`src/rtl/pipeline_debug_ctrl_pkg.sv`:
```
// Shared constants and the controller state encoding for the pipeline debug controller.
package debug_ctrl_pkg;

    localparam logic [7:0]  CMD_LOAD  = 8'h4C;
    localparam logic [7:0]  CMD_RUN   = 8'h52;
    localparam logic [7:0]  CMD_STEP  = 8'h53;
    localparam logic [31:0] ADDR_STEP = 32'd4;

    typedef enum logic [2:0] {
        S_IDLE,
        S_L_CNT0,
        S_L_CNT1,
        S_L_DATA,
        S_WRITE,
        S_CPU_RST,
        S_RUN,
        S_STEP
    } state_t;

endpackage

```
`src/rtl/pipeline_debug_ctrl_if.sv`:
```
// Host byte stream plus instruction-memory write port of the debug controller.
interface pipeline_debug_ctrl_if;

    // A byte transfers on a rising edge where i_cmd_valid and o_cmd_ready are both 1;
    // the host holds i_cmd_byte stable while valid is high and ready is low.
    logic        i_cmd_valid;
    logic [7:0]  i_cmd_byte;
    logic        o_cmd_ready;
    logic        o_inst_mem_wr_en;
    logic [31:0] o_inst_mem_addr;
    logic [31:0] o_inst_mem_data;

    modport master (
        output i_cmd_valid, i_cmd_byte,
        input  o_cmd_ready, o_inst_mem_wr_en, o_inst_mem_addr, o_inst_mem_data
    );

    modport slave (
        input  i_cmd_valid, i_cmd_byte,
        output o_cmd_ready, o_inst_mem_wr_en, o_inst_mem_addr, o_inst_mem_data
    );

endinterface

```
`src/rtl/pipeline_debug_ctrl_asm.sv`:
```
// Collects accepted bytes little-endian into a 32-bit word; word_done marks the 4th byte.
module byte_word_assembler (
    input  logic        clk,
    input  logic        reset,
    input  logic        clear,
    input  logic        byte_valid,
    input  logic [7:0]  byte_in,
    output logic [31:0] word,
    output logic        word_done
);

    logic [1:0] byte_cnt;

    assign word_done = byte_valid && !clear && (byte_cnt == 2'd3);

    always_ff @(posedge clk or negedge reset) begin
        if (!reset) begin
            byte_cnt <= 2'd0;
            word     <= 32'd0;
        end else if (clear) begin
            byte_cnt <= 2'd0;
            word     <= 32'd0;
        end else if (byte_valid) begin
            word[{byte_cnt, 3'b000} +: 8] <= byte_in;
            byte_cnt                      <= byte_cnt + 2'd1;
        end
    end

endmodule

```
`src/rtl/pipeline_debug_ctrl.sv`:
```
// Byte-command controller: loads program words into instruction memory and gates the
// pipeline's reset and clock enable for run and single-step execution.
module pipeline_debug_ctrl
    import debug_ctrl_pkg::*;
#(
    parameter int unsigned MEM_DEPTH = 256,
    parameter int unsigned RST_CYC   = 2
) (
    input  logic                  clk,
    input  logic                  reset,
    pipeline_debug_ctrl_if.slave  cmd,
    output logic                  o_cpu_reset,
    output logic                  o_cpu_enable,
    input  logic                  i_halt,
    output logic                  o_halted,
    output logic                  o_err,
    output logic [31:0]           o_cycle_count,
    output state_t                o_dbg_state
);

    state_t      state;
    logic        loaded;
    logic        cmd_ready;
    logic        wr_en;
    logic [31:0] wr_addr;
    logic [15:0] word_count;
    logic [15:0] word_idx;
    logic [15:0] word_idx_next;
    logic [7:0]  rst_timer;
    logic        accept;
    logic        asm_clear;
    logic        word_done;
    logic [31:0] asm_word;
    logic [15:0] load_count;
    logic        enter_rst;

    assign accept        = cmd.i_cmd_valid && cmd_ready;
    // The count bytes share the assembler; it is flushed before data bytes start.
    assign asm_clear     = (state == S_IDLE) || (state == S_L_CNT1);
    assign load_count    = {cmd.i_cmd_byte, asm_word[7:0]};
    assign word_idx_next = word_idx + 16'd1;
    assign enter_rst     = ((state == S_L_CNT1) && accept && (load_count == 16'd0)) ||
                           ((state == S_WRITE) && (word_idx_next == word_count));

    byte_word_assembler u_asm (
        .clk        (clk),
        .reset      (reset),
        .clear      (asm_clear),
        .byte_valid (accept),
        .byte_in    (cmd.i_cmd_byte),
        .word       (asm_word),
        .word_done  (word_done)
    );

    assign cmd.o_cmd_ready      = cmd_ready;
    assign cmd.o_inst_mem_wr_en = wr_en;
    assign cmd.o_inst_mem_addr  = wr_addr;
    assign cmd.o_inst_mem_data  = asm_word;
    assign o_dbg_state          = state;

    always_ff @(posedge clk or negedge reset) begin
        if (!reset) begin
            state         <= S_IDLE;
            loaded        <= 1'b0;
            cmd_ready     <= 1'b1;
            wr_en         <= 1'b0;
            wr_addr       <= 32'd0;
            word_count    <= 16'd0;
            word_idx      <= 16'd0;
            rst_timer     <= 8'd0;
            o_cpu_reset   <= 1'b1;
            o_cpu_enable  <= 1'b0;
            o_halted      <= 1'b0;
            o_err         <= 1'b0;
            o_cycle_count <= 32'd0;
        end else begin
            wr_en <= 1'b0;
            if (o_cpu_enable && (o_cycle_count != '1)) begin
                o_cycle_count <= o_cycle_count + 32'd1;
            end

            case (state)
                S_IDLE: begin
                    if (accept) begin
                        if (cmd.i_cmd_byte == CMD_LOAD) begin
                            state       <= S_L_CNT0;
                            o_err       <= 1'b0;
                            o_cpu_reset <= 1'b1;
                        end else if ((cmd.i_cmd_byte == CMD_RUN) || (cmd.i_cmd_byte == CMD_STEP)) begin
                            if (!loaded || o_halted) begin
                                o_err <= 1'b1;
                            end else begin
                                state        <= (cmd.i_cmd_byte == CMD_RUN) ? S_RUN : S_STEP;
                                cmd_ready    <= 1'b0;
                                o_cpu_enable <= 1'b1;
                            end
                        end else begin
                            o_err <= 1'b1;
                        end
                    end
                end
                S_L_CNT0: begin
                    if (accept) state <= S_L_CNT1;
                end
                S_L_CNT1: begin
                    // Oversized loads abort before any data byte; the old program stays usable.
                    if (accept && (load_count != 16'd0)) begin
                        if ({16'd0, load_count} > MEM_DEPTH) begin
                            o_err       <= 1'b1;
                            state       <= S_IDLE;
                            o_cpu_reset <= !loaded;
                        end else begin
                            word_count <= load_count;
                            word_idx   <= 16'd0;
                            state      <= S_L_DATA;
                        end
                    end
                end
                S_L_DATA: begin
                    if (word_done) begin
                        state     <= S_WRITE;
                        cmd_ready <= 1'b0;
                        wr_en     <= 1'b1;
                        wr_addr   <= 32'(word_idx) * ADDR_STEP;
                    end
                end
                S_WRITE: begin
                    word_idx <= word_idx_next;
                    if (word_idx_next != word_count) begin
                        state     <= S_L_DATA;
                        cmd_ready <= 1'b1;
                    end
                end
                S_CPU_RST: begin
                    if (rst_timer == 8'd0) begin
                        state       <= S_IDLE;
                        o_cpu_reset <= 1'b0;
                        cmd_ready   <= 1'b1;
                    end else begin
                        rst_timer <= rst_timer - 8'd1;
                    end
                end
                S_RUN: begin
                    if (i_halt) begin
                        o_halted     <= 1'b1;
                        state        <= S_IDLE;
                        o_cpu_enable <= 1'b0;
                        cmd_ready    <= 1'b1;
                    end
                end
                S_STEP: begin
                    if (i_halt) o_halted <= 1'b1;
                    state        <= S_IDLE;
                    o_cpu_enable <= 1'b0;
                    cmd_ready    <= 1'b1;
                end
                default: state <= S_IDLE;
            endcase

            if (enter_rst) begin
                state         <= S_CPU_RST;
                cmd_ready     <= 1'b0;
                rst_timer     <= 8'(RST_CYC - 1);
                o_cycle_count <= 32'd0;
                o_halted      <= 1'b0;
                loaded        <= 1'b1;
            end
        end
    end

endmodule

```
`src/flat_wrapper.sv`:
```
// flat-port wrapper written by rule: the top's interface ports become plain ports
module pipeline_debug_ctrl_flat import debug_ctrl_pkg::*;
#(
    parameter int unsigned MEM_DEPTH = 256,
    parameter int unsigned RST_CYC   = 2
)
  (clk, reset, o_cpu_reset, o_cpu_enable, i_halt, o_halted, o_err, o_cycle_count, o_dbg_state, cmd_i_cmd_valid, cmd_i_cmd_byte, cmd_o_cmd_ready, cmd_o_inst_mem_wr_en, cmd_o_inst_mem_addr, cmd_o_inst_mem_data);
  pipeline_debug_ctrl_if cmd_i ();
  input  logic clk;
  input  logic reset;
  output logic o_cpu_reset;
  output logic o_cpu_enable;
  input  logic i_halt;
  output logic o_halted;
  output logic o_err;
  output logic [31:0] o_cycle_count;
  output state_t o_dbg_state;
  input wire logic [$bits(cmd_i.i_cmd_valid)-1:0] cmd_i_cmd_valid;
  input wire logic [$bits(cmd_i.i_cmd_byte)-1:0] cmd_i_cmd_byte;
  output wire logic [$bits(cmd_i.o_cmd_ready)-1:0] cmd_o_cmd_ready;
  output wire logic [$bits(cmd_i.o_inst_mem_wr_en)-1:0] cmd_o_inst_mem_wr_en;
  output wire logic [$bits(cmd_i.o_inst_mem_addr)-1:0] cmd_o_inst_mem_addr;
  output wire logic [$bits(cmd_i.o_inst_mem_data)-1:0] cmd_o_inst_mem_data;
  assign cmd_i.i_cmd_valid = cmd_i_cmd_valid;
  assign cmd_i.i_cmd_byte = cmd_i_cmd_byte;
  assign cmd_o_cmd_ready = cmd_i.o_cmd_ready;
  assign cmd_o_inst_mem_wr_en = cmd_i.o_inst_mem_wr_en;
  assign cmd_o_inst_mem_addr = cmd_i.o_inst_mem_addr;
  assign cmd_o_inst_mem_data = cmd_i.o_inst_mem_data;
  pipeline_debug_ctrl #(.MEM_DEPTH(MEM_DEPTH), .RST_CYC(RST_CYC)) u_core (.clk(clk), .reset(reset), .cmd(cmd_i), .o_cpu_reset(o_cpu_reset), .o_cpu_enable(o_cpu_enable), .i_halt(i_halt), .o_halted(o_halted), .o_err(o_err), .o_cycle_count(o_cycle_count), .o_dbg_state(o_dbg_state));
endmodule
```
`config.mk`:
```
export PLATFORM = sky130hd
export DESIGN_NAME = pipeline_debug_ctrl_flat
export DESIGN_NICKNAME = d
export VERILOG_FILES = /design/src/rtl/pipeline_debug_ctrl_pkg.sv /design/src/rtl/pipeline_debug_ctrl_if.sv /design/src/rtl/pipeline_debug_ctrl_asm.sv /design/src/rtl/pipeline_debug_ctrl.sv /design/src/flat_wrapper.sv
export SDC_FILE = /design/constraint.sdc
export NUM_CORES = 1
export LEC_CHECK = 0
export ABC_CLOCK_PERIOD_IN_PS = 3300
export CORE_MARGIN = 2
export CORE_UTILIZATION = 54
export CTS_CLUSTER_SIZE = 10
export DETAILED_ROUTE_END_ITERATION = 16
export GPL_TIMING_DRIVEN = 0
export PLACE_DENSITY = 0.78
export SLEW_MARGIN = 20
export SYNTH_ARGS = -nofsm -noshare
export SYNTH_HDL_FRONTEND = slang
export SYNTH_HIERARCHICAL = 1
export SYNTH_SLANG_ARGS = --single-unit
```
`constraint.sdc`:
```
create_clock -name clk -period 3.3 [get_ports clk]
set_input_delay 0.33 -clock clk [delete_from_list [all_inputs] [get_ports clk]]
set_output_delay 0.33 -clock clk [all_outputs]
set_load 0.01 [all_outputs]
```
==> results <==
registers in the layout, indices dropped and copies added (netlist names):
register / count
u_core/o_cycle_count: 32
u_core/u_asm/word: 32
u_core/cmd.o_inst_mem_addr: 16
u_core/word_count: 16
u_core/word_idx: 16
u_core/rst_timer: 8
u_core/o_dbg_state: 3
u_core/u_asm/byte_cnt: 2
u_core/cmd.o_cmd_ready: 1
u_core/cmd.o_inst_mem_wr_en: 1
u_core/loaded: 1
u_core/o_cpu_enable: 1
u_core/o_cpu_reset: 1
u_core/o_err: 1
u_core/o_halted: 1
final cells by class:
cell class	count	area (sq um)
clock buffer	18	439.2
buffer	54	296.5
timing repair buffer	103	1051
clock inverter	14	232.7
inverter	26	97.59
fill	1008	3632
tap	172	215.2
sequential	132	3306
multi-input combinational	545	3452
metrics by stage:
stage / setup WS (ns) / total power [W] / area [sq um]
detailed placement: 0.02339 / 0.002695 / 8384
global placement: -3.137 / 0.002666 / 8352
global route: 0.02292 / 0.005032 / 9090
CTS: 0.1236 / 0.004848 / 9071
floorplan: 0.7786 / 0.002365 / 7136
finish: 0.2507 / 0.004822 / 9090
logic make-up after synthesis:
logic type                 Yosys count
AOI/OAI and AO/OA                  115
and+or+nand+nor                    335
DFF                                132
xor gates and xnor gates            56
other                                1
buffers and inverters               80
adders and majority gates            9
muxes                               14
worst min path at each step:
stage                                   start                              to  depth (start not counted)
6_report                                reset        u_core/o_cycle_count[15]                          2
5_1_grt                                 reset        u_core/o_cycle_count[15]                          2
4_1_cts                                 reset        u_core/o_cycle_count[15]                          2
3_5_place_dp                            reset        u_core/o_cycle_count[15]                          1
3_3_place_gp   u_core/cmd.o_inst_mem_addr[12]  u_core/cmd.o_inst_mem_addr[12]                          2
2_1_floorplan                           reset  u_core/cmd.o_inst_mem_addr[10]                          0
Yosys cell counts, types with 14 or more instances:
cell type,instances,area (sq um)
nor2_1,64,240.2
a21oi_1,15,75.07
inv_1,26,97.59
clkbuf_1,23,86.33
xor2_1,19,166.4
nand3_1,26,130.1
nand4_1,21,131.4
nor2b_1,14,87.58
dfrtp_1,130,3253
and2_1,17,106.4
nand2_1,103,386.6
nor3_1,23,115.1
xnor2_1,37,324.1
buf_4,18,135.1
a32o_1,18,180.2
nor4_1,14,87.58
o21ai_0,27,135.1
worst register-to-register path, stage by stage (launching register included):
cell and delay [ns]:
dfrtp_1 0.49, ha_1 0.33, nand3_2 0.21, or4_4 0.63, a221oi_2 0.34, nand3_1 0.22, o31ai_4 0.35, buf_2 0.29
nor2_1 0.08
power by group:
part | switching [W] | total, W | internal, W
registers | 0.0000989 | 0.00181 | 0.00171
logic | 0.000525 | 0.000889 | 0.000363
clock network | 0.000697 | 0.00213 | 0.00143
layer usage:
layer	GRT usage, %	up-vias	part of all wire (%)
met2	42.02	238	48
met5	0	-	0
met4	9.970	0	2.0
met3	6.226	33	6.7
li1	-	2890	-
met1	34.64	2961	44
what timing repair did:
item,in CTS,in global routing
hold buffers,1,0
gates resized for setup,1,2
pin swaps,0,1
endpoints found under the setup margin,40,40
setup buffers,0,1
endpoints found under the hold margin,27,0
==> impl_metrics.py <==
metrics = {
    "setup_path": {
        "crit_fanout": 10,
        "critical_path.max_stage_delay_ns": 0.62,
        "crit_path_start": "u_core/word_idx[0]",
        "critPathKind": "register to register",
        "endpoint_kind": "register",
        "rr_startpoint": "u_core/word_idx[0]",
        "r2r_slack_ns": 0.25,
        "path_delay_family": "simple AND/OR/NAND/NOR gates",
        "crit_chain": "ha_1 > nand3_2 > or4_4 > a221oi_2 > nand3_1 > o31ai_4 > buf_2 > nor2_1",
        "arrival_ns": 3.35,
        "r2r_cells": 8,
        "crit_required_ns": 3.60,
        "critPathLaunchType": "register",
        "r2r-end": "u_core/o_cycle_count[7]",
        "endpoint": "u_core/o_cycle_count[7]",
        "critical_path_buf_inv_count": 1,
        "path_depth": 8,
        "cpMaxStageDelayCell": "or4_4",
    },
    "die": {
        "die_w_um": 118.5,
        "die_h_um": 118.5,
        "core_sq_um": 12720,
        "num_rows": 41,
        "initial_core_util_pct": 55.65,
        "die_area_sq_um": 14040,
        "io_pins": 117,
    },
    "detailed_routing": {
        "wl_mm": 17.82,
        "drt_iter0_drc": 474,
        "drtPass1Iterations": 5,
        "wire_per_inst_um": 16.75,
        "ant_nets": 0,
        "vias_per_cell": 5.754,
        "vias": 6122,
        "post-route-drc-count": 0,
    },
    "global_route": {
        "grt_max_degree": 104,
        "grt_use_total_pct": 26.21,
        "antenna_found_initial": 0,
        "grt_pass1_vias": 5936,
        "grt-ovfl-total": 0,
        "grt_first_pass_wirelength_mm": 29.63,
    },
    "timing": {
        "hold_viol": 0,
        "grt_setup_unrepaired": "no",
        "whs_ns": 0.3592,
        "slew_headroom_pct": 46.50,
        "worst_clock_skew_ns": 0.006968,
        "min_period_over_period_pct": 92.40,
        "clock.fmax_mhz": 327.9,
        "setup_viol": 0,
        "fin_tns_setup_ns": 0,
        "worst_slew_pin_slew_ns": 0.7952,
        "period_minus_slack_ns": 3.049,
        "report.final.slew_viol_count": 0,
    },
    "placement": {
        "gp_congestion": 0.8906,
        "hpwl_mm": 12.40,
        "dp_cells": 1030,
        "portBuffers": 100,
    },
    "synthesis": {
        "yosysWarnings": 6,
        "synth_compound_area_share_pct": 12.88,
        "synthSimpleGateAreaFrac_pct": 24.14,
        "yosys_register_bits": 132,
        "ys_seq_area_share_pct": 46.69,
        "synth-edff-count": 0,
        "ys.flop_type": "dfrtp_1",
        "synth_mux_area_share_pct": 2.139,
        "synth_adder_area_share_pct": 1.591,
        "netlist_instances": 742,
        "syn_area_sq_um": 7079,
        "synth_cell_types": 62,
        "synth_xor_area_share_pct": 6.928,
        "synth_top_family_by_area": "simple AND/OR/NAND/NOR gates",
        "avgSynthCellArea_sq_um": 9.541,
        "ys_async_sr_fraction_pct": 100.0,
    },
    "power": {
        "power_density_nw_per_um2": 530.4,
        "p_leak_nw": 3.846,
        "irDropWorstVdd_mv": 0.3929,
    },
    "clock_network": {
        "htreeDepth": 4,
        "cts_tree": "yes",
        "cts.clk_slew.worst_paths_ns": 0.05,
        "clock_sinks": 132,
        "worst_skew_pair.late_latency_ns": 0.42,
        "cts_buffers": 17,
        "ctsLongestPathBuffers": 2,
        "root_buffer": "clkbuf_16",
    },
    "finish": {
        "drive_gt1_share_pct": 11.10,
        "final_common_cell": "dfrtp_1",
        "fin_cells": 1064,
        "finalNetCount": 900,
        "diodes": 0,
        "final_util_pct": 71.45,
        "area_delta_synth_final_pct": 28.40,
        "final_cell_mix": "dfrtp_1 (130), nand2_1 (103), clkdlybuf4s50_1 (99)",
    },
    "run": {
        "maxCapViolCount": 0,
    },
    "min_path": {
        "min_path_type": "primary input to async pin",
    },
    "run_status": {
        "status": "finished, final reports clean",
    },
}
No activity file was read; power rests on OpenSTA's default activity.
